`config.mk`:
```
export PLATFORM = sky130hd
export DESIGN_NAME = arbx_gea0
export DESIGN_NICKNAME = d
export VERILOG_FILES = /design/src/rtl/arbx_gea0_pkg.sv /design/src/rtl/arbx_gea0_ffsx.sv /design/src/rtl/arbx_gea0.sv
export SDC_FILE = /design/constraint.sdc
export NUM_CORES = 1
export LEC_CHECK = 0
export CORE_AREA = 2 2 39 41
export CTS_BUF_LIST = sky130_fd_sc_hd__clkbuf_16
export DETAILED_ROUTE_END_ITERATION = 16
export DIE_AREA = 0 0 41 43
export GPL_ROUTABILITY_DRIVEN = 0
export RECOVER_POWER = 50
export SLEW_MARGIN = 20
export SYNTH_ARGS = -nofsm -noshare
export SYNTH_HDL_FRONTEND = slang
export SYNTH_SLANG_ARGS = --single-unit
```
`constraint.sdc`:
```
create_clock -name clk -period 1.5 [get_ports clk]
set_input_delay 0.3 -clock clk [delete_from_list [all_inputs] [get_ports clk]]
set_output_delay 0.3 -clock clk [all_outputs]
set_load 0.02 [all_outputs]
```
`src/rtl/arbx_gea0_pkg.sv`:
```
// Shared generic-cell definitions: arbiter state encoding and the ceil-log2
// helper used to size index ports.
package arbx_gea0_pkg;

  typedef enum logic {
    IDLE  = 1'b0,
    OWNED = 1'b1
  } state_e;

  // Elaboration-time ceil(log2(n)); callers guarantee n >= 2.
  function automatic int clog2_f(input int n);
    int r;
    int v;
    r = 0;
    v = 1;
    while (v < n) begin
      v = v * 2;
      r = r + 1;
    end
    return r;
  endfunction

endpackage

```
`src/rtl/arbx_gea0_ffsx.sv`:
```
// Rotating find-first-set: lowest set bit of vec searching start, start+1, ...
// wrapping modulo SIZE. Purely combinational.
module ffsx_gea0
  import arbx_gea0_pkg::*;
#(
  parameter int SIZE = 2,
  localparam int IDXW = clog2_f(SIZE)
) (
  input  logic [SIZE-1:0] vec,
  input  logic [IDXW-1:0] start,
  output logic            found,
  output logic [IDXW-1:0] idx
);

  localparam logic [IDXW:0] SIZE_W = (IDXW+1)'(SIZE);

  logic [2*SIZE-1:0] dbl;
  logic [SIZE-1:0]   rot;
  logic [IDXW-1:0]   off;
  logic [IDXW:0]     sum;
  logic [IDXW:0]     wrap;

  // Rotate so that bit 0 is the start position, then take the lowest set bit.
  always_comb begin
    dbl   = {vec, vec} >> start;
    rot   = dbl[SIZE-1:0];
    found = 1'b0;
    off   = '0;
    for (int k = SIZE - 1; k >= 0; k--) begin
      if (rot[k]) begin
        found = 1'b1;
        off   = IDXW'(k);
      end
    end
    sum  = {1'b0, start} + {1'b0, off};
    wrap = sum - SIZE_W;
    idx  = (sum >= SIZE_W) ? wrap[IDXW-1:0] : sum[IDXW-1:0];
  end

endmodule

```
`src/rtl/arbx_gea0.sv`:
```
// Round-robin arbiter with a registered one-hot grant held until the owner
// releases (done pulse or request withdrawal).
module arbx_gea0
  import arbx_gea0_pkg::*;
#(
  parameter int SIZE = 2,
  localparam int IDXW = clog2_f(SIZE)
) (
  input  logic            clk,
  input  logic            rst,
  input  logic [SIZE-1:0] req,
  input  logic            done,
  output logic [SIZE-1:0] gnt,
  output logic            gnt_vld,
  output logic [IDXW-1:0] gnt_idx,
  output logic            busy
);

  localparam logic [SIZE-1:0] ONE  = SIZE'(1);
  localparam logic [IDXW-1:0] LAST = IDXW'(SIZE - 1);

  state_e          state_q, state_d;
  logic [IDXW-1:0] ptr_q, ptr_d;
  logic [SIZE-1:0] gnt_q, gnt_d;
  logic [IDXW-1:0] gnt_idx_q, gnt_idx_d;

  logic            win_found;
  logic [IDXW-1:0] win_idx;
  logic            release_w;
  logic            arb_w;

  ffsx_gea0 #(.SIZE(SIZE)) u_ffs (
    .vec   (req),
    .start (ptr_q),
    .found (win_found),
    .idx   (win_idx)
  );

  // ptr always sits one past the owner, so a releasing owner that still
  // requests is naturally last in the search order.
  assign release_w = (state_q == OWNED) && (done || !req[gnt_idx_q]);
  assign arb_w     = (state_q == IDLE) || release_w;

  always_comb begin
    state_d   = state_q;
    ptr_d     = ptr_q;
    gnt_d     = gnt_q;
    gnt_idx_d = gnt_idx_q;
    if (arb_w) begin
      if (win_found) begin
        state_d   = OWNED;
        gnt_d     = ONE << win_idx;
        gnt_idx_d = win_idx;
        ptr_d     = (win_idx == LAST) ? '0 : win_idx + IDXW'(1);
      end else begin
        state_d   = IDLE;
        gnt_d     = '0;
        gnt_idx_d = '0;
      end
    end
  end

  always_ff @(posedge clk or posedge rst) begin
    if (rst) begin
      state_q   <= IDLE;
      ptr_q     <= '0;
      gnt_q     <= '0;
      gnt_idx_q <= '0;
    end else begin
      state_q   <= state_d;
      ptr_q     <= ptr_d;
      gnt_q     <= gnt_d;
      gnt_idx_q <= gnt_idx_d;
    end
  end

  assign gnt     = gnt_q;
  assign gnt_vld = (state_q == OWNED);
  assign gnt_idx = gnt_idx_q;
  assign busy    = (|req) | gnt_vld;

endmodule

```
# Word level (Yosys, flattened, before mapping)
# Cells that the tools add are included.
# W data, S select, Z words.
[word_totals] elab_cells=29 register_bits=5 out_inout_bits=5 input_bits=5
[classes] n_bitwise=2 n_mux=10 n_shift=2 n_reduce_logical=6 n_lt_le_gt_ge=2 addsub=3
[ops] cell="$mux W1" count=9
[ops] cell="$shr A4 B1 Y2" count=1
[ops] cell="$add A1 B1 Y2" count=1
[ops] cell="$ge A2 B2 Y1 const B" count=1
[ops] cell="$logic_or A1 B1 Y1" count=2
[ops] cell="$lt A1 B2 Y1 const B" count=1
[ops] cell="$mux W2" count=1
[ops] cell="$reduce_and A2 Y1" count=1
[ops] cell="$reduce_or A2 Y1" count=1
[ops] cell="$shl A1 B1 Y2 const A" count=1
[ops] cell="$add A1 B1 Y1 const B" count=1
[ops] cell="$logic_and A1 B1 Y1" count=1
[ops] cell="$logic_not A1 Y1" count=1
[ops] cell="$not A1 Y1" count=1
[ops] cell="$or A1 B1 Y1" count=1
[ops] cell="$sub A1 B1 Y1 const B" count=1

# Logic depth before layout (Yosys ltp)
# Gate-level depths: netlist (run 1).
[depth] depth_word=8 ltp_mapped=3 mapped_depth_nobuf=3

# By module
# Synthesis (run 1) repeated with hierarchy kept, for this count alone.
[hier_totals] hier_cells=19 area_unflattened_um2=210.2
[by_module_without_submodules] module="arbx_gea0" area_each_um2=188.9 cells_per_inst=16 seq_area_each_um2=100.1 instances=1
[by_module_without_submodules] module="ffsx_gea0" area_each_um2=21.3 cells_per_inst=3 seq_area_each_um2=0.0 instances=1

# Worst setup path before layout (run 1)
# OpenSTA, ideal clock, no wires.
[synth_timing] path_type="register to output" startpoint="reg state_q (netlist: gnt_vld)" endpoint="out busy" required_ps=1200 slack_ps=264 arrival_time_ps=936 n_path_buf=0 stages_incl_launch_ff=2 path_cell_list="dfrtp_1 > or3_1"
[synth_between] elab_chain_len=1
[synth_lines] element="start: declaration" line_no="arbx_gea0.sv:22" source="state_e state_q, state_d;"
[synth_lines] element="start signal: assignment" line_no="arbx_gea0.sv:70" source="state_q <= state_d;"
[synth_lines] element="$or A1 B1 Y1" line_no="arbx_gea0.sv:80" source="assign busy = (|req) | gnt_vld;"
[synth_lines] element="end: declaration" line_no="arbx_gea0.sv:16" source="output logic busy"
# No other way between the ends.

# Worst setup path in the final report (run 1)
[layout_timing] startpoint="in req[1]" endpoint="out busy"
[layout_between] elab_chain_len=2
[layout_lines] element="start: declaration" line_no="arbx_gea0.sv:11" source="input logic [SIZE-1:0] req,"
[layout_lines] element="$reduce_or A2 Y1" line_no="arbx_gea0.sv:80"
[layout_lines] element="$or A1 B1 Y1" line_no="arbx_gea0.sv:80"
# No other way between the ends.

==> reports/metrics.sh, run 1 <==
TNS_PS=0
SYNTH_XOR_XNOR_AREA_SHARE=0.03889
CRITICAL-PATH-MAX-STAGE-DELAY_PS=410
LARGEST_NET_DEGREE_AT_THE_START_OF_GLOBAL_ROUTING=7
SYNTHMUXAREASHARE=0
POWER.NET_SWITCHING_mW=0.1336
CLOCK_SINKS=4
MAXCAPVIOLATIONS=0
POWER.SEQUENTIAL.FRACTION=0.218
WORSTPATHCELLLIST='clkdlybuf4s50_1 > or3_1 > buf_6'
WORST_PATH_MAX_DELAY_CELL='clkdlybuf4s50_1'
GRT_PASS1_VIAS=214
SYNTH_SIMPLE_GATE_AREA_SHARE=0.2167
RELSLEWSLACK=0.8370
GRT.TOTAL_USAGE=0.08241
WIRE_PER_INST_UM=11.09
DIE_WIDTH_UM=41
SYNTHADDERAREAFRAC=0
PLACE.DETAILED.INSTANCES=50
POWER.SWITCHING_FRACTION=0.2037
CRIT_PATH_START_KIND='primary input'
CTS_BUFFERS=3
FIN_CRIT_SH=0.9812
FLOORPLAN.IO_PINS=10
INITIAL_UTILIZATION=0.1627
NUMBER_OF_DRC_VIOLATIONS_AFTER_DETAILED_ROUTING_ITERATION_0=2
NETLIST_AREA_BEFORE_PLACEMENT_UM2=225.2
SYNTH_AREA_LEADER_CELL='dfrtp_1'
CTS_ROOT_BUFFER='clkbuf_16'
VERTICAL_EXTENT_OF_THE_DIE_UM=43
WORST_SKEW_PAIR.LATE_LATENCY_PS=220
YOSYS_TOP_CELL_AREA_SHARE=0.4444
FINCLKSKEW_PS=1.296
TOTAL_GRT_OVERFLOW=0
CTS-ROOT-TO-SINK-BUFFERS=2
POSTSYNTHCELLCOUNT=21
CLOCK_TREE.HTREE_LEVEL_COUNT=1
DRV_SLEW=0
HOLD_VIOL=0
CP_DATA_ARRIVAL_TIME_PS=1170
CRITICAL_PATH_PEAK_FANOUT=2
CRIT_REQUIRED_PS=1200
REMAINING_DRC_ERRORS=0
ANT_NETS=0
LAYOUT.CELLS.NON_FILLER=53
SYNTH_CELL_COUNT_LEADERS='dfrtp_1, a21oi_1, inv_1'
CRITICAL_PATH.REG2REG.STARTPOINT='gnt_vld'
R2R_SLACK_PS=240
COMPOUND_CELL_AREA_SHARE_OF_THE_YOSYS_NETLIST=0.2333
TIMING_WORST_SLEW_PIN_VALUE_PS=244.0
WORST-R2R-CELL-COUNT=4
POST_CTS_HOLD_BUFFER_COUNT=0
SYNTHARSTFLOPSHARE=1.000
PINT_mW=0.5222
YOSYSMOSTFREQUENTCELL='dfrtp_1'
AREA_DELTA_SYNTH_FINAL_PCT=91.11
DRTPASS1ITERATIONS=2
SYNTH-MAIN-FF-CELL='dfrtp_1'
SYNTH_TOP_FAMILY_BY_AREA='compound AO/OA/AOI/OAI gates'
MAX_FREQ_MHz=679.4
SYNTH_AREA_PER_CELL_UM2=10.72
REG2REG_TO='ptr_q'
RUN_STATUS='completed'
SHARE_OF_FINAL_LAYOUT_STANDARD_CELLS_STRONGER_THAN_DRIVE_STRENGTH_1=0.2973
POWER.IR.VDD_WORST_mV=0.8032
POWERDENSITY_nW_PER_UM2=1524
UNREPAIRED_SETUP_ENDPOINTS_AFTER_GLOBAL_ROUTING='false'
YOSYS_WARNINGS=0
SYNTH.NET_COUNT=26
CTS_TREE='yes'
ANTENNA_VIOLATIONS_BEFORE_REPAIR=0
AVGVIACOUNTPERCELL=4.170
ROWS=14
SEQUENTIAL_TO_TOTAL_AREA_SHARE_FROM_YOSYS_STAT=0.4444
TIMING_WORST_SETUP_PATH_TYPE='in -> out'
SETUP_VIOLATIONS=0
HOLDWS_PS=406.5
VIAS=221
INSERTEDDIODECOUNT=0
SYNTH.DISTINCT_CELLS=16
P_LEAK_nW=0.2141
POWER.COMBINATIONAL.FRACTION=0.162
SYNTH_TOP_CELLS_BY_AREA='dfrtp_1, nor2b_4, a32o_2'
MIN_PATH_TYPE='in -> async'
FIRST_PASS_GRT_WIRE_LENGTH_UM=883
CTS.CLK_SLEW.WORST_PATHS_PS=30
SYNTH_ENABLE_FLOP_CELLS=0
PORT_BUFFERS=9
LAYOUT.NETS=44
SYNTH.FF_LATCH_COUNT=4
SHARE_CLK_OF_TOTAL_POWER=0.619
LAYOUT_MIN_CYCLE_TIME_PS=1472
CORE_UM2=1384
ENDPOINT_KIND='output pin'
ROUTE.FINAL.WIRE_LENGTH_UM=588
DIE_AREA_UM2=1763
per-layer routing:
metal / up-vias / track usage / wire length [um]
met5: - / 0 / 0
met4: 0 / 0.06000 / 0
met3: 0 / 0.04712 / 46
met2: 9 / 0.1219 / 293
met1: 104 / 0.08065 / 248
li1: 108 / - / -
cell families after synthesis:
kind of cell,after synthesis
AND/OR/NAND/NOR,6
AO/OA/AOI/OAI,7
XOR/XNOR,1
flip-flops,4
buffers and inverters,3
what timing repair did:
action                     CTS  global route
setup buffers                0             0
gates resized for setup      7             4
setup endpoints to repair    4             2
pin swaps                    0             1
layout make-up:
cell class	count	area, um^2
clock buffer	3	75.07
inverter	2	7.507
fill	156	953.4
timing repair buffer	14	117.6
multi-input combinational	14	110.1
sequential	4	100.1
tap	16	20.02
cells in the final DEF, fill, tap and decap left out:
cell type	instances
a21o_1	1
a21oi_1	2
a221o_1	1
a32o_2	1
and3b_1	1
buf_4	4
buf_6	1
clkbuf_1	2
clkbuf_16	3
clkdlybuf4s50_1	2
dfrtp_1	4
dlygate4sd2_1	3
dlygate4sd3_1	1
dlymetal6s2s_1	1
inv_1	2
nor2b_1	1
nor2b_4	1
nor3b_1	1
o21bai_1	1
o22ai_1	1
or2_2	1
or3_1	1
xnor2_1	1
flip-flops by register name, summed over array words and instances (netlist names):
| name | count |
|---|---|
| gnt | 2 |
| gnt_vld | 1 |
| ptr_q | 1 |
stage by stage:
| stage | utilization | cell area (um^2) | setup slack (ps) | total power, mW |
|---|---|---|---|---|
| floorplan | - | 225.2 | 264.4 | 0.2036 |
| finish | 0.3110 | 430.4 | 28.19 | 0.6558 |
| CTS | 0.3119 | 431.7 | -20.00 | 0.6716 |
| global route | 0.3110 | 430.4 | 9.989 | 0.6832 |
| global placement | 0.2640 | 365.4 | -392.6 | 0.2593 |
| detailed placement | 0.2640 | 365.4 | -392.6 | 0.2628 |
worst max-delay path, delay by kind of cell:
| kind | cells | cell delay [ps] |
|---|---|---|
| and+or+nand+nor | 1 | 320 |
| buffers and inverters | 2 | 550 |
power groups by stage:
stage,sequential [mW],clock (mW),combinational [mW]
finish,0.143,0.406,0.106
global route,0.145,0.423,0.115
CTS,0.143,0.414,0.114
detailed placement,0.144,0,0.119
global placement,0.143,0,0.116
floorplan,0.151,0,0.0525
worst max-delay path by stage:
stage                  from   end  cells after the start
detailed placement   req[1]  busy                      3
finish               req[1]  busy                      3
global route         req[1]  busy                      3
floorplan           gnt_vld  busy                      1
global placement     req[1]  busy                      3
CTS                  req[1]  busy                      3
Note: power is estimated with default switching activity, not from simulation.
==> run 2, diff against run 1 <==
--- a/config.mk
+++ b/config.mk
@@ -14,4 +14,5 @@
 export SLEW_MARGIN = 20
 export SYNTH_ARGS = -nofsm -noshare
 export SYNTH_HDL_FRONTEND = slang
+export SYNTH_HIERARCHICAL = 1
 export SYNTH_SLANG_ARGS = --single-unit
==> run 2 against run 1 <==
Net effect:
- design area is 1.2% lower
- global-route usage is 2.2 points lower
- flip-flop and latch count stayed put
- die area stayed put
- via count is 16% lower
- hold slack worse by 6.5 ps
- worst setup slack better by 17 ps
- register-to-register slack better by 50 ps
- highest routed layer unchanged
==> reports/metrics.sh, run 2 <==
GRT_PASS1_VIAS=181
YOSYS_WARNINGS=6
LAYOUT_MIN_CYCLE_TIME_PS=1455
SYNTH_CELL_COUNT_LEADERS='dfrtp_1, inv_1, o2bb2ai_1, or2_2'
ENDPOINT_KIND='output pin'
WORST_SKEW_PAIR.LATE_LATENCY_PS=220
TIMING_WORST_SETUP_PATH_TYPE='reg -> out'
ANTENNA_VIOLATIONS_BEFORE_REPAIR=0
P_LEAK_nW=0.2113
POSTCTSSETUPREPAIRBUFS=0
TIMING_WORST_SLEW_PIN_VALUE_PS=220.2
TIMING.CRITICAL_PATH.MAX_DELAY_FAMILY='buffers and inverters'
AREA_DELTA_SYNTH_FINAL_PCT=102.4
DIE_AREA_UM2=1763
WORST_PATH_MAX_DELAY_CELL='clkdlybuf4s50_1'
SYNTH_AREA_LEADER_CELL='dfrtp_1'
MOST-COMMON-LAYOUT-CELLS='dfrtp_1, inv_1, clkbuf_16, dlygate4sd2_1, buf_4'
SYNTH_ENABLE_FLOP_CELLS=0
POWERDENSITY_nW_PER_UM2=1602
REMAINING_DRC_ERRORS=0
CTS_ROOT_BUFFER='clkbuf_16'
CTS-ROOT-TO-SINK-BUFFERS=2
VIAS=186
LEADING_CELL_TYPE_IN_THE_LAYOUT_FILL_AND_TAPS_EXCLUDED='dfrtp_1'
FINCLKSKEW_PS=0.5093
POST_DP_AREA_UM2=342.8
GRT.TOTAL_USAGE=0.06048
DIE_WIDTH_UM=41
DR_WL_MET2_UM=229
DETAIL_ROUTE.WIRELENGTH.MET1_UM=173
SYNTH.FF_LATCH_COUNT=4
YOSYSMOSTFREQUENTCELL='dfrtp_1'
YOSYS_TOP_CELL_AREA_SHARE=0.4762
POSTSYNTHCELLCOUNT=19
WORSTPATHCELLLIST='clkdlybuf4s50_1'
ANT_NETS=0
INSERTEDDIODECOUNT=0
SYNTHARSTFLOPSHARE=1.000
NUMBER_OF_DRC_VIOLATIONS_AFTER_DETAILED_ROUTING_ITERATION_0=0
POWER.IR.VDD_WORST_mV=0.7749
WIRE_PER_INST_UM=8.720
WL_MET3_UM=34
POST_CTS_HOLD_BUFFER_COUNT=0
SYNTH.DISTINCT_CELLS=12
LAYOUT.CELL_AREA.NON_FILLER_UM2=425.4
CTS_TREE='yes'
NETLIST_AREA_BEFORE_PLACEMENT_UM2=210.2
FIN_CRIT_SH=0.9698
SYNTH-MAIN-FF-CELL='dfrtp_1'
CRITICAL-PATH-MAX-STAGE-DELAY_PS=600
ROWS=14
CP_DATA_ARRIVAL_TIME_PS=1150
DRV_SLEW=0
SEQUENTIAL_TO_TOTAL_AREA_SHARE_FROM_YOSYS_STAT=0.4762
SHARE_OF_FINAL_LAYOUT_STANDARD_CELLS_STRONGER_THAN_DRIVE_STRENGTH_1=0.4118
CTS_BUFFERS=3
MAXCAPVIOLATIONS=0
CRIT_PATH_START_KIND='flip-flop'
MAXUSEDROUTINGLAYER='met3'
INITIAL_UTILIZATION=0.1519
FIRST_PASS_GRT_WIRE_LENGTH_UM=648
CLOCK_SINKS=4
LARGEST_NET_DEGREE_AT_THE_START_OF_GLOBAL_ROUTING=5
MIN_PATH_TYPE='in -> async'
PORT_BUFFERS=9
SYNTH_TOP_CELLS_BY_AREA='dfrtp_1, o2bb2ai_1, mux2_4'
AVGVIACOUNTPERCELL=3.720
SYNTH_AREA_PER_CELL_UM2=11.06
CRITICAL_PATH_BUFFERS_AND_INVERTERS=1
CRIT_REQUIRED_PS=1200
HOLD_VIOL=0
TNS_PS=0
CORE_UM2=1384
LAYOUT.NETS=41
TOTAL_GRT_OVERFLOW=0
CLOCK_TREE.HTREE_LEVEL_COUNT=1
SYNTH.NET_COUNT=24
DRTPASS1ITERATIONS=1
UNREPAIRED_SETUP_ENDPOINTS_AFTER_GLOBAL_ROUTING='false'
RUN_STATUS='completed'
MAX_FREQ_MHz=687.5
CRITICAL_PATH_PEAK_FANOUT=2
CTS.CLK_SLEW.WORST_PATHS_PS=30
FLOORPLAN.IO_PINS=10
VERTICAL_EXTENT_OF_THE_DIE_UM=43
ROUTE.FINAL.WIRE_LENGTH_UM=436
RELSLEWSLACK=0.8490
SETUP_VIOLATIONS=0
==> run 2: layout make-up <==
cell class | instances | area, um^2
flip-flops and latches | 4 | 100.1
inverters | 3 | 11.26
well taps | 16 | 20.02
fillers | 144 | 958.4
multi-input cells | 11 | 96.34
repair buffers | 13 | 122.6
clock buffers | 3 | 75.07
==> run 2: metal layers <==
layer	up-vias	global-route usage
li1	92	-
met1	87	0.06515
met2	7	0.07813
met3	0	0.01571
met4	0	0.08000
met5	-	0
==> run 2: timing repair <==
action                     CTS  global route
gates resized for setup      7             5
cloned                       0             0
setup endpoints to repair    4             1
==> run 2: logic make-up (layout without fill, tap and decap cells) <==
family                   Yosys count  in the layout  synth area share
adder cells (fa/ha/maj)            1              1           0.05357
flip-flops                         4              4            0.4762
multiplexers                       2              2            0.1190
buffers and inverters              4             19           0.08930
AND/OR/NAND/NOR                    5              5            0.1369
AO/OA/AOI/OAI                      3              3            0.1250
==> run 2: worst paths after layout <==
| check | start | to | slack (ps) | depth (start not counted) |
|---|---|---|---|---|
| setup / recovery | gnt[0] | gnt[0] | 50 | 1 |
| hold / removal | rst | gnt_vld | 400 | 2 |
| setup reg to reg | gnt_idx | ptr_q | 290 | 3 |
| hold reg to reg | gnt[0] | gnt[0] | 490 | 1 |
| max in group asynchronous | rst | ptr_q | 960 | 2 |
| min in group clk | gnt[0] | gnt[0] | 490 | 1 |
==> run 2: metrics by stage <==
step           cells  power, mW  hold WS (ps)  setup WS, ps    util
4_1_cts           50     0.6933         272.8        -25.09  0.2957
2_1_floorplan     19     0.2252         66.08         219.6       -
3_3_place_gp      47     0.2859         493.0        -395.1  0.2477
5_1_grt           50     0.7115         416.9         7.226  0.3074
6_report          50     0.6815         400.0         45.36  0.3074
3_5_place_dp      47     0.2882         493.7        -401.0  0.2477
==> run 2: power by group <==
group          total (mW)  switching, mW  internal [mW]
sequential          0.144         0.0147          0.129
combinational       0.130         0.0602         0.0694
clock               0.408         0.0678          0.340
total               0.681          0.143          0.539
==> run 3, diff against run 2 <==
--- a/config.mk
+++ b/config.mk
@@ -7,6 +7,7 @@
 export LEC_CHECK = 0
 export CORE_AREA = 2 2 39 41
 export CTS_BUF_LIST = sky130_fd_sc_hd__clkbuf_16
+export CTS_CLUSTER_DIAMETER = 200
 export DETAILED_ROUTE_END_ITERATION = 16
 export DIE_AREA = 0 0 41 43
 export GPL_ROUTABILITY_DRIVEN = 0
==> constraint.sdc (replaced) <==
create_clock -name clk -period 1.25 [get_ports clk]
set_input_delay 0.25 -clock clk [delete_from_list [all_inputs] [get_ports clk]]
set_output_delay 0.25 -clock clk [all_outputs]
set_load 0.02 [all_outputs]
==> run 3 against run 2 <==
Net effect:
- the run now ends with negative setup slack left
- highest routed layer is now met4
- clock skew rose by 2.8 ps
- routed wire length fell by 2.1%
- sequential share of layout area fell by 1.5 points
- clock-buffer cell count did not move
- first-iteration DRC count did not move
- global-route usage rose by 0.62 points
- critical endpoint is now busy
- largest power group unchanged
- hold slack got worse by 62 ps
- design area rose by 8.2%
- final cell count rose by 4.0%
==> reports/metrics.sh, run 3 (synthesis gave the netlist of run 2 again) <==
RUN_STATUS='complete, but fails checks'
VIOLATIONS='negative setup slack'
SETUP_VIOLATIONS=1
HALF_PERIMETER_WIRE_LENGTH_OF_THE_DETAILED_PLACEMENT_RESULT_UM=324
PORT_BUFFERS=9
UNREPAIRED_SETUP_ENDPOINTS_AFTER_GLOBAL_ROUTING='true'
HOLD_VIOL=0
DRV_SLEW=0
AREA_DELTA_SYNTH_FINAL_PCT=119.0
SHARE_OF_FINAL_LAYOUT_STANDARD_CELLS_STRONGER_THAN_DRIVE_STRENGTH_1=0.5000
MAX_FREQ_MHz=772.6
LAYOUT_MIN_CYCLE_TIME_PS=1294
TIMING_WORST_SETUP_PATH_TYPE='reg -> out'
REGISTER_AREA_UM2=101.3
LAYOUT.CELL_AREA.NON_FILLER_UM2=460.4
CTS.CLK_SLEW.WORST_PATHS_PS=30
TIMING_WORST_SLEW_PIN_VALUE_PS=172.2
WORST_SKEW_PAIR.LATE_LATENCY_PS=220
CRITICAL_PATH.REG2REG.STARTPOINT='gnt_idx'
POWER.IR.VDD_WORST_mV=0.8775
ENDPOINT_KIND='output pin'
TOTAL_GRT_OVERFLOW=0
CRITICAL_PATH_PEAK_FANOUT=2
POWERDENSITY_nW_PER_UM2=1868
MULTI_INPUT_AREA_UM2=121.4
CORE_UM2=1384
MIN_PATH_TYPE='in -> async'
ANTENNA_VIOLATIONS_BEFORE_REPAIR=0
CLOCK_SINKS=4
GRT.TOTAL_USAGE=0.06667
FILL_COUNT=137
GRT_PASS1_VIAS=180
REMAINING_DRC_ERRORS=0
ROUTE.FINAL.WIRE_LENGTH_UM=427
CRIT_REQUIRED_PS=1000
FLOORPLAN.IO_PINS=10
WORSTSETUPSTARTPOINT='gnt_vld'
DRTPASS1ITERATIONS=1
P_LEAK_nW=0.2143
MAXCAPVIOLATIONS=0
CTS_BUFFERS=3
CLOCK_TREE.HTREE_LEVEL_COUNT=1
LAYOUT.NETS=42
INITIAL_UTILIZATION=0.1519
CRIT_PATH_START_KIND='flip-flop'
DIE_AREA_UM2=1763
CTS_ROOT_BUFFER='clkbuf_16'
CTS-ROOT-TO-SINK-BUFFERS=2
POSTLAYOUTSETUPSLACKWORST_PS=-44.41
POST_DP_AREA_UM2=351.6
VERTICAL_EXTENT_OF_THE_DIE_UM=43
INSERTEDDIODECOUNT=0
CP_DATA_ARRIVAL_TIME_PS=1040
FIN_TOTAL_PWR_mW=0.8602
LEADING_CELL_TYPE_IN_THE_LAYOUT_FILL_AND_TAPS_EXCLUDED='inv_1'
NUMBER_OF_DRC_VIOLATIONS_AFTER_DETAILED_ROUTING_ITERATION_0=0
FIN_CRIT_SH=1.036
DIE_WIDTH_UM=41
RELSLEWSLACK=0.8827
FIRST_PASS_GRT_WIRE_LENGTH_UM=662
AVGVIACOUNTPERCELL=3.615
LARGEST_NET_DEGREE_AT_THE_START_OF_GLOBAL_ROUTING=5
FINCLKSKEW_PS=3.315
VIAS=188
CTS_TREE='yes'
WIRE_PER_INST_UM=8.212
ANT_NETS=0
ROWS=14
run 3: cell count changes in the layout (fill, tap and decap cells not counted), sizes merged:
cell,previous run,this run
buf,4,6
dlymetal6s2s,2,0
clkdlybuf4s15,0,2
clkdlybuf4s50,2,1
inv,3,4
run 3: stage by stage:
stage | setup WS, ps | std cells | utilization | hold slack [ps] | TNS (ps)
final | -44.41 | 52 | 0.3327 | 337.5 | -44.41
after global routing | -92.21 | 52 | 0.3327 | 357.6 | -92.21
after CTS | -113.0 | 52 | 0.3255 | 201.2 | -113.0
after detailed placement | -540.5 | 48 | 0.2541 | 438.3 | -1779
after global placement | -537.2 | 48 | 0.2541 | 441.8 | -1799
after floorplan | 25.75 | 19 | - | 16.01 | 0
run 3: cell type report:
| cell class | instances | share of cell area |
|---|---|---|
| clock buffers | 3 | 0.1630 |
| clock inverters | 1 | 0.008152 |
| inverters | 3 | 0.02446 |
| flip-flops and latches | 4 | 0.2201 |
| repair buffers | 14 | 0.2772 |
| multi-input cells | 11 | 0.2636 |
| well taps | 16 | 0.04348 |
run 3: worst paths after layout:
path | endpoint | slack, ps | cells past startpoint
worst max-delay path | busy | -40 | 2
worst min-delay path | ptr_q | 340 | 2
worst max register to register | ptr_q | 40 | 3
worst min register to register | gnt[0] | 490 | 1
max in group asynchronous | gnt_idx | 760 | 2
min in group clk | gnt[0] | 490 | 1
run 3: power breakdown:
group / internal [mW] / switching (mW)
logic: 0.0995 / 0.0807
clock network: 0.413 / 0.0894
registers: 0.157 / 0.0213
run 3: metal layers:
metal,wire length (um),part of all wire,GRT usage,up-vias
met1,193,0.45,0.06885,77
met3,41,0.096,0.04712,3
met5,0,0,0,-
met2,172,0.40,0.07500,10
met4,20,0.047,0.08000,0
li1,-,-,-,98
run 3: worst max-delay path: stages, from the launching register on:
cell,delay (ps)
dfrtp_1,360
or3_1,320
buf_6,140
run 3: timing repair:
action	4_1_cts	5_1_grt
buffers inserted	0	0
gates resized for setup	18	6
pin swaps	0	2
setup endpoints to repair	9	5
hold buffers	0	0
